===== config.mk =====
export PLATFORM = sky130hd
export DESIGN_NAME = ir_nec_rx_flat
export DESIGN_NICKNAME = d
export VERILOG_FILES = /design/src/rtl/ir_nec_rx_pkg.sv /design/src/rtl/ir_nec_rx_if.sv /design/src/rtl/ir_nec_rx_fifo.sv /design/src/rtl/ir_nec_rx.sv /design/src/flat_wrapper.sv
export SDC_FILE = /design/constraint.sdc
export NUM_CORES = 1
export LEC_CHECK = 0
export BUFFER_PORTS_ARGS = -buffer_cell sky130_fd_sc_hd__buf_2
export CAP_MARGIN = 20
export CORE_UTILIZATION = 59
export DETAILED_ROUTE_END_ITERATION = 8
export PLACE_DENSITY = 0.8
export SYNTH_ARGS = -nofsm -noshare
export SYNTH_HDL_FRONTEND = slang
export SYNTH_HIERARCHICAL = 1
export SYNTH_SLANG_ARGS = --single-unit

===== constraint.sdc =====
create_clock -name PCLK -period 3.89 [get_ports PCLK]
set_input_delay 0 -clock PCLK [delete_from_list [all_inputs] [get_ports PCLK]]
set_output_delay 0 -clock PCLK [all_outputs]
set_load 0.01 [all_outputs]

===== src/rtl/ir_nec_rx_pkg.sv =====
// Shared constants, FSM states and frame layout for the NEC IR receiver.
// NEC_EXT_ADDR_EN: when defined, only the cmd/cmd_n pair is validated (16-bit address).
package ir_nec_pkg;
  localparam int unsigned IVAL_W = 11;

  // Pulse windows, in 10 us ticks
  localparam logic [IVAL_W-1:0] LEAD_MARK_MIN  = 11'd800;
  localparam logic [IVAL_W-1:0] LEAD_MARK_MAX  = 11'd1000;
  localparam logic [IVAL_W-1:0] LEAD_SPACE_MIN = 11'd400;
  localparam logic [IVAL_W-1:0] LEAD_SPACE_MAX = 11'd500;
  localparam logic [IVAL_W-1:0] REP_SPACE_MIN  = 11'd200;
  localparam logic [IVAL_W-1:0] REP_SPACE_MAX  = 11'd250;
  localparam logic [IVAL_W-1:0] BIT_MARK_MIN   = 11'd40;
  localparam logic [IVAL_W-1:0] BIT_MARK_MAX   = 11'd70;
  localparam logic [IVAL_W-1:0] ZERO_MIN       = 11'd40;
  localparam logic [IVAL_W-1:0] ZERO_MAX       = 11'd70;
  localparam logic [IVAL_W-1:0] ONE_MIN        = 11'd140;
  localparam logic [IVAL_W-1:0] ONE_MAX        = 11'd190;

  localparam logic [1:0] REG_STATUS = 2'd0;
  localparam logic [1:0] REG_DATA   = 2'd1;
  localparam logic [1:0] REG_CTRL   = 2'd2;
  localparam logic [1:0] REG_RSVD   = 2'd3;

  typedef enum logic [2:0] {
    ST_IDLE, ST_LEAD_MARK, ST_LEAD_SPACE, ST_BIT_MARK, ST_BIT_SPACE
  } nec_state_e;

  typedef struct packed {
    logic [7:0] cmd_n;
    logic [7:0] cmd;
    logic [7:0] addr_n;
    logic [7:0] addr;
  } nec_frame_t;

  function automatic logic in_win(logic [IVAL_W-1:0] v, logic [IVAL_W-1:0] lo,
                                  logic [IVAL_W-1:0] hi);
    return (v >= lo) && (v <= hi);
  endfunction

  function automatic logic frame_ok(nec_frame_t f);
`ifdef NEC_EXT_ADDR_EN
    return (f.cmd ^ f.cmd_n) == 8'hFF;
`else
    return ((f.addr ^ f.addr_n) == 8'hFF) && ((f.cmd ^ f.cmd_n) == 8'hFF);
`endif
  endfunction
endpackage


===== src/rtl/ir_nec_rx_if.sv =====
// APB3 slave-side signal bundle for the NEC IR receiver.
interface ir_nec_rx_if;
  logic        PSEL;
  logic        PENABLE;
  logic        PWRITE;
  logic [31:0] PADDR;
  logic [31:0] PWDATA;
  logic        PREADY;
  logic        PSLVERR;
  logic [31:0] PRDATA;

  modport master (output PSEL, PENABLE, PWRITE, PADDR, PWDATA,
                  input  PREADY, PSLVERR, PRDATA);
  modport slave  (input  PSEL, PENABLE, PWRITE, PADDR, PWDATA,
                  output PREADY, PSLVERR, PRDATA);
endinterface


===== src/rtl/ir_nec_rx_fifo.sv =====
// Frame FIFO; a pop frees a slot for a same-cycle push when full.
module ir_frame_fifo
  import ir_nec_pkg::*;
#(
  parameter int DEPTH = 4
) (
  input  logic                   clk,
  input  logic                   rst_n,
  input  logic                   push,
  input  logic                   pop,
  input  nec_frame_t             din,
  output nec_frame_t             dout,
  output logic                   full,
  output logic                   empty,
  output logic [$clog2(DEPTH):0] count
);
  localparam int AW = $clog2(DEPTH);

  nec_frame_t    mem [DEPTH];
  logic [AW-1:0] wr_ptr, rd_ptr;
  logic          do_push, do_pop;

  assign empty   = (count == '0);
  assign full    = (count == (AW+1)'(DEPTH));
  assign do_pop  = pop & ~empty;
  assign do_push = push & (~full | do_pop);
  assign dout    = mem[rd_ptr];

  always_ff @(posedge clk or negedge rst_n) begin
    if (!rst_n) begin
      wr_ptr <= '0;
      rd_ptr <= '0;
      count  <= '0;
      for (int i = 0; i < DEPTH; i++) mem[i] <= '0;
    end else begin
      if (do_push) begin
        mem[wr_ptr] <= din;
        wr_ptr      <= wr_ptr + AW'(1);
      end
      if (do_pop) rd_ptr <= rd_ptr + AW'(1);
      if (do_push && !do_pop)      count <= count + (AW+1)'(1);
      else if (do_pop && !do_push) count <= count - (AW+1)'(1);
    end
  end
endmodule


===== src/rtl/ir_nec_rx.sv =====
// NEC IR frame decoder with APB3 register file and frame FIFO.
// NEC_EXT_ADDR_EN selects extended-address frame validation (see ir_nec_pkg).
module ir_nec_rx
  import ir_nec_pkg::*;
#(
  parameter int TICK_DIV   = 1000,
  parameter int FIFO_DEPTH = 4,
  parameter int TMO_TICKS  = 1100
) (
  input  logic        PCLK,
  input  logic        PRESERN,
  ir_nec_rx_if.slave  apb,
  input  logic        ir_in,
  output logic        irq
);
  localparam int PW = (TICK_DIV > 1) ? $clog2(TICK_DIV) : 1;
  localparam int CW = $clog2(FIFO_DEPTH) + 1;

  logic ir_s1, ir_s2, ir_d, fall, rise;
  logic [PW-1:0] pcnt;
  logic tick, tmo;
  logic [IVAL_W-1:0] ival;
  nec_state_e state, state_n;
  logic [5:0]  bcnt, bcnt_n;
  logic [31:0] sh, sh_n;
  logic done, done_n, push;
  logic [1:0] ctrl;
  logic ovf;
  logic rd_acc, wr_acc, pop;
  nec_frame_t fifo_dout;
  logic full, empty;
  logic [CW-1:0] count;
  logic unused_bits;

  assign fall = ir_d & ~ir_s2;
  assign rise = ~ir_d & ir_s2;
  assign tick = (pcnt == PW'(TICK_DIV - 1));
  assign tmo  = (ival == IVAL_W'(TMO_TICKS));

  always_ff @(posedge PCLK or negedge PRESERN) begin
    if (!PRESERN) begin
      {ir_s1, ir_s2, ir_d} <= 3'b111;
      pcnt <= '0;
      ival <= '0;
    end else begin
      {ir_s1, ir_s2, ir_d} <= {ir_in, ir_s1, ir_s2};
      pcnt <= tick ? '0 : pcnt + PW'(1);
      if (fall | rise)       ival <= '0;
      else if (tick && !tmo) ival <= ival + IVAL_W'(1);
    end
  end

  always_ff @(posedge PCLK or negedge PRESERN) begin
    if (!PRESERN) begin
      state <= ST_IDLE;
      bcnt  <= '0;
      sh    <= '0;
      done  <= 1'b0;
    end else begin
      state <= state_n;
      bcnt  <= bcnt_n;
      sh    <= sh_n;
      done  <= done_n;
    end
  end

  always_comb begin
    state_n = state;
    bcnt_n  = bcnt;
    sh_n    = sh;
    done_n  = 1'b0;
    if (!ctrl[0]) state_n = ST_IDLE;
    else if (state != ST_IDLE && tmo) state_n = ST_IDLE;
    else begin
      case (state)
        ST_IDLE:      if (fall) state_n = ST_LEAD_MARK;
        ST_LEAD_MARK: if (rise)
          state_n = in_win(ival, LEAD_MARK_MIN, LEAD_MARK_MAX) ? ST_LEAD_SPACE : ST_IDLE;
        ST_LEAD_SPACE: if (fall) begin
          if (in_win(ival, LEAD_SPACE_MIN, LEAD_SPACE_MAX)) begin
            state_n = ST_BIT_MARK;
            bcnt_n  = '0;
          end else if (in_win(ival, REP_SPACE_MIN, REP_SPACE_MAX)) begin
            state_n = ST_IDLE;  // repeat code carries no new frame
          end else begin
            state_n = ST_IDLE;
          end
        end
        ST_BIT_MARK: if (rise)
          state_n = in_win(ival, BIT_MARK_MIN, BIT_MARK_MAX) ? ST_BIT_SPACE : ST_IDLE;
        ST_BIT_SPACE: if (fall) begin
          if (in_win(ival, ZERO_MIN, ZERO_MAX) || in_win(ival, ONE_MIN, ONE_MAX)) begin
            sh_n    = {in_win(ival, ONE_MIN, ONE_MAX), sh[31:1]};
            bcnt_n  = bcnt + 6'd1;
            done_n  = (bcnt == 6'd31);
            state_n = (bcnt == 6'd31) ? ST_IDLE : ST_BIT_MARK;
          end else begin
            state_n = ST_IDLE;
          end
        end
        default: state_n = ST_IDLE;
      endcase
    end
  end

  // Frame check happens the cycle after the last bit is shifted in
  assign push = done & frame_ok(nec_frame_t'(sh));

  ir_frame_fifo #(.DEPTH(FIFO_DEPTH)) u_fifo (
    .clk(PCLK), .rst_n(PRESERN), .push(push), .pop(pop), .din(nec_frame_t'(sh)),
    .dout(fifo_dout), .full(full), .empty(empty), .count(count)
  );

  assign rd_acc = apb.PSEL & apb.PENABLE & ~apb.PWRITE;
  assign wr_acc = apb.PSEL & apb.PENABLE & apb.PWRITE;
  assign pop    = rd_acc & (apb.PADDR[3:2] == REG_DATA);

  always_ff @(posedge PCLK or negedge PRESERN) begin
    if (!PRESERN) begin
      ctrl <= '0;
      ovf  <= 1'b0;
      irq  <= 1'b0;
    end else begin
      if (wr_acc && apb.PADDR[3:2] == REG_CTRL) ctrl <= apb.PWDATA[1:0];
      if (push && full && !pop) ovf <= 1'b1;
      else if (wr_acc && apb.PADDR[3:2] == REG_STATUS && apb.PWDATA[2]) ovf <= 1'b0;
      irq <= ctrl[1] & ~empty;
    end
  end

  always_comb begin
    apb.PRDATA = '0;
    if (apb.PSEL) begin
      case (apb.PADDR[3:2])
        REG_STATUS: apb.PRDATA = {24'd0, 4'(count), 1'b0, ovf, full, ~empty};
        REG_DATA:   if (!empty) apb.PRDATA = fifo_dout;
        REG_CTRL:   apb.PRDATA = {30'd0, ctrl};
        REG_RSVD:   apb.PRDATA = '0;
        default:    apb.PRDATA = '0;
      endcase
    end
  end

  assign apb.PREADY  = 1'b1;
  assign apb.PSLVERR = 1'b0;
  assign unused_bits = ^{apb.PADDR[31:4], apb.PADDR[1:0], apb.PWDATA[31:3]};
endmodule

===== src/flat_wrapper.sv =====
// flat-port wrapper written by rule: the top's interface ports become plain ports
module ir_nec_rx_flat import ir_nec_pkg::*;
#(
  parameter int TICK_DIV   = 1000,
  parameter int FIFO_DEPTH = 4,
  parameter int TMO_TICKS  = 1100
)
  (PCLK, PRESERN, ir_in, irq, apb_PSEL, apb_PENABLE, apb_PWRITE, apb_PADDR, apb_PWDATA, apb_PREADY, apb_PSLVERR, apb_PRDATA);
  ir_nec_rx_if apb_i ();
  input  logic PCLK;
  input  logic PRESERN;
  input  logic ir_in;
  output logic irq;
  input wire logic [$bits(apb_i.PSEL)-1:0] apb_PSEL;
  input wire logic [$bits(apb_i.PENABLE)-1:0] apb_PENABLE;
  input wire logic [$bits(apb_i.PWRITE)-1:0] apb_PWRITE;
  input wire logic [$bits(apb_i.PADDR)-1:0] apb_PADDR;
  input wire logic [$bits(apb_i.PWDATA)-1:0] apb_PWDATA;
  output wire logic [$bits(apb_i.PREADY)-1:0] apb_PREADY;
  output wire logic [$bits(apb_i.PSLVERR)-1:0] apb_PSLVERR;
  output wire logic [$bits(apb_i.PRDATA)-1:0] apb_PRDATA;
  assign apb_i.PSEL = apb_PSEL;
  assign apb_i.PENABLE = apb_PENABLE;
  assign apb_i.PWRITE = apb_PWRITE;
  assign apb_i.PADDR = apb_PADDR;
  assign apb_i.PWDATA = apb_PWDATA;
  assign apb_PREADY = apb_i.PREADY;
  assign apb_PSLVERR = apb_i.PSLVERR;
  assign apb_PRDATA = apb_i.PRDATA;
  ir_nec_rx #(.TICK_DIV(TICK_DIV), .FIFO_DEPTH(FIFO_DEPTH), .TMO_TICKS(TMO_TICKS)) u_core (.PCLK(PCLK), .PRESERN(PRESERN), .apb(apb_i), .ir_in(ir_in), .irq(irq));
endmodule

==> impl_results.md <==
- Setup TNS: 0 ns
- FFs w/ async S/R, synth: between 90% and 100%
- CTS Buffer Depth: 3
- Crit-path cells: xnor2_1 > nor4_1 > nand2_1 > nor4_1 > buf_4 > and2b_2 > ha_1 > inv_1 > fa_1 > xor2_1 > nor2_1 > xor2_1
- Max-cap check violation count: 0
- Peak VDD IR: 0.4027 mV
- Power, Total: 4858 µW
- Initial core utilization: about three fifths
- Final min period: 3.012 ns
- Buf/Inv on CP: 2
- 1st-iter DRT viols: 409
- Ratio of cells with drive above 1 in the final layout: around 33%
- Mapped Cells: a little under 800
- Final nets: 917
- # setup viols final: 0
- Critical path endpoint category: register
- Crit path max-delay family: simple AND/OR/NAND/NOR gates
- Area occupied by registers: between 5000 and 6000 µm²
- Synth area leaders: dfrtp_1 (51%), mux2_2 (15%), mux4_2 (7.3%)
- Largest stage delay on the critical path: roughly 0.45 ns
- Antenna Cells: 0
- DR WL/cell: about 19 µm
- Fin area: 11050 µm²
- Crit path max fanout: 7
- Worst-margin pin slew: roughly 0.99 ns
- First-pass GRT wire length: 34.02 mm
- Cell row count: between 40 and 50
- Gr ovfl total: 0
- Post-Syn Area: around 10000 µm²
- ANT nets after route: 0
- Reg clk slew, reported paths: roughly 0.06 ns
- Post-Synth Simple-Gate Area: between 10 and 15%
- RSZ-0062 raised after global routing: no
- Synth Area in Adders: 1.592%
- Total number of vias: approximately 6200
- Period utilization: 77.42%
- Number of synthesized flops with an enable pin: 0
- Iteration count of the initial detailed-routing pass: 5
- Synth top area share: around half
- Synth Area per Inst: 12.55 µm²
- Multi-input gate area: between 4000 and 5000 µm²
- Synth warn: 6
- Clk Latency, worst-skew pair: approximately 0.49 ns
- IO Port Bufs: 43
- PwrDens: ~440 nW/µm²
- Hold Vio Cnt, Final: 0
- Rel. slew slack: around a third
- # fillers: ~1200
- Static Leak: 0.005379 µW
- Final Slew Violations: 0
- Synth Area in Compound Gates: around 2.7%
- CP arrival: between 3 and 4 ns
- Routed WL: about 20 mm
- Die Area: ~17000 µm²
- Placed Area: between 10000 and 15000 µm²
- CTS tree: done
- Distinct cell type count after synthesis: 59
- Post-synth top cells: dfrtp_1 (202), mux2_2 (133), nand2_1 (117), and2_1 (42), nor2_1 (37)
- Sequential-to-total area share from yosys stat: approximately 52%
- Initial antenna violation count: 0
- Num Clock Sinks: approximately 210
- Vias in the first global route: about 6700
- Placeable Area: around 16000 µm²
- Chip Height: ~130 µm
- Post-synthesis register bit count: approximately 210
- DR DRC count: 0
- Postcts setup bufs: 0
- Fmax: between 300 and 400 MHz
- Largest net degree at the start of global routing: between 100 and 150
- H-Tree Level Count: 1
- TritonCTS Buffers: 22
- Via density: around 5.8
- Root Driver: clkbuf_16
- Cell with the most instances after synthesis: dfrtp_1
- Layout area overhead: 11.57%
- Overall global routing resource usage: between 20% and 30%
- Hold WC Path Type: in2reg
- Critical Path Source Type: register
- Area leader, netlist: dfrtp_1
- Syn Nets: about 870
- Main flop type after synthesis: dfrtp_1
- Clock skew: between 0.009 and 0.01 ns
- Synth Area in XOR/XNOR: 3.714%
- Detailed placer's ending HPWL: approximately 13 mm
- Kind of critical path: reg2reg
- Mux cell area share after synthesis: a little under a quarter
- Crit path required time: ~4.3 ns
- Resize count post-CTS: 0
- I/O pin count: 105
- Main combinational cell family by area after synthesis: multiplexers
- Outcome: completed
- # hold bufs at CTS: 9
- Die Wd: between 100 and 150 µm
- GP Congestion: between 0.8 and 0.9
- Slowest cell on the critical path: dfrtp_1
-- sequential cells by signal, summed over array words and instances (netlist names), 2 cells and up --
register,count
u_core/pcnt,10
u_core/ctrl,2
u_core/u_fifo/count,3
u_core/state,3
u_core/sh,32
u_core/u_fifo/rd_ptr,2
u_core/ival,11
u_core/u_fifo/wr_ptr,2
u_core/bcnt,6
u_core/u_fifo/mem,128
-- per-layer routing --
metal / up-vias / wire, µm / global-route usage, %
li1: 2836 / - / -
met1: 3181 / 8510 / 32.27
met2: 142 / 10480 / 42.27
met3: 37 / 737 / 3.279
met4: 0 / 478 / 7.429
met5: - / 0 / 0
-- kinds of logic after synthesis --
logic type,Yosys count
AOI/OAI and AO/OA,36
xor gates and xnor gates,42
DFF,205
and+or+nand+nor,274
buffers and inverters,50
other,2
muxes,168
adders and majority gates,12
-- final cells by class --
class | instances | area share [%]
flip-flops and latches | 205 | 46.46
multi-input cells | 534 | 40.31
clock buffers | 30 | 5.717
repair buffers | 63 | 3.702
well taps | 220 | 2.491
clock inverters | 10 | 1.008
inverters | 9 | 0.3057
-- worst paths after layout --
path	from	end	slack, ns	cells past startpoint
max	u_core/sh[28]$_DFFE_PN0P_	u_core/u_fifo/count[2]$_DFFE_PN0P_	0.88	12
min	apb_PENABLE	u_core/ctrl[0]$_DFFE_PN0P_	0.03	4
max reg2reg	u_core/sh[28]$_DFFE_PN0P_	u_core/u_fifo/count[2]$_DFFE_PN0P_	0.88	12
min reg2reg	u_core/ir_s1$_DFF_PN1_	u_core/ir_s2$_DFF_PN1_	0.36	0
max in group asynchronous	PRESERN	u_core/sh[20]$_DFFE_PN0P_	2.68	3
min in group asynchronous	PRESERN	u_core/u_fifo/mem[88]$_DFFE_PN0P_	0.23	2
-- per-stage QoR --
step / hold slack [ns] / instances / setup slack (ns) / util (%)
after global placement: 0.1090 / 1022 / 0.9997 / 62.06
after floorplan: -0.2956 / 789 / 1.133 / -
after detailed placement: 0.1089 / 1022 / 0.9402 / 62.06
after CTS: 0.01758 / 1071 / 0.8883 / 67.12
final: 0.03229 / 1071 / 0.8785 / 67.12
after global routing: 0.04214 / 1071 / 0.6471 / 67.12
-- tightest hold or removal path, delay by kind of cell --
family                 cells  cell delay (ns)
buffers and inverters      1             0.11
and+or+nand+nor            2             0.17
muxes                      1             0.22
-- layout by cell type (no fill, tap or decap), types with 3 or more instances in the layout --
cell type      synthesis  routed
a2111oi_1              3       3
a21oi_1                9       9
and2_1                42      42
and3_1                 4       4
buf_2                  8      42
buf_4                  4      10
clkbuf_1              13       4
clkbuf_16              0      23
clkbuf_8               0       4
clkinv_2               0       4
clkinvlp_4             0       3
dfrtp_1              202     201
dfstp_2                3       3
dlygate4sd3_1          0       9
ha_1                  11      11
inv_1                  9       9
mux2_2               133     133
mux4_2                32      32
nand2_1              117     117
nand2b_1               5       5
nand3_1               17      17
nand3b_1               4       4
nand4_1                6       6
nor2_1                37      33
nor2_2                 0       4
nor2b_1               11      11
nor3_1                 5       5
nor4_1                 4       4
o21ai_0                9       9
o32ai_1                3       3
or3_1                  3       3
xnor2_1               27      27
xor2_1                15      15
-- power breakdown --
part           leakage [µW]  total (µW)  switching [µW]  internal, µW
Clock              0.000358        2090             819          1270
Sequential          0.00282        2320             151          2170
Combinational       0.00220         444             223           220
Note: power is estimated with default switching activity, not from simulation.
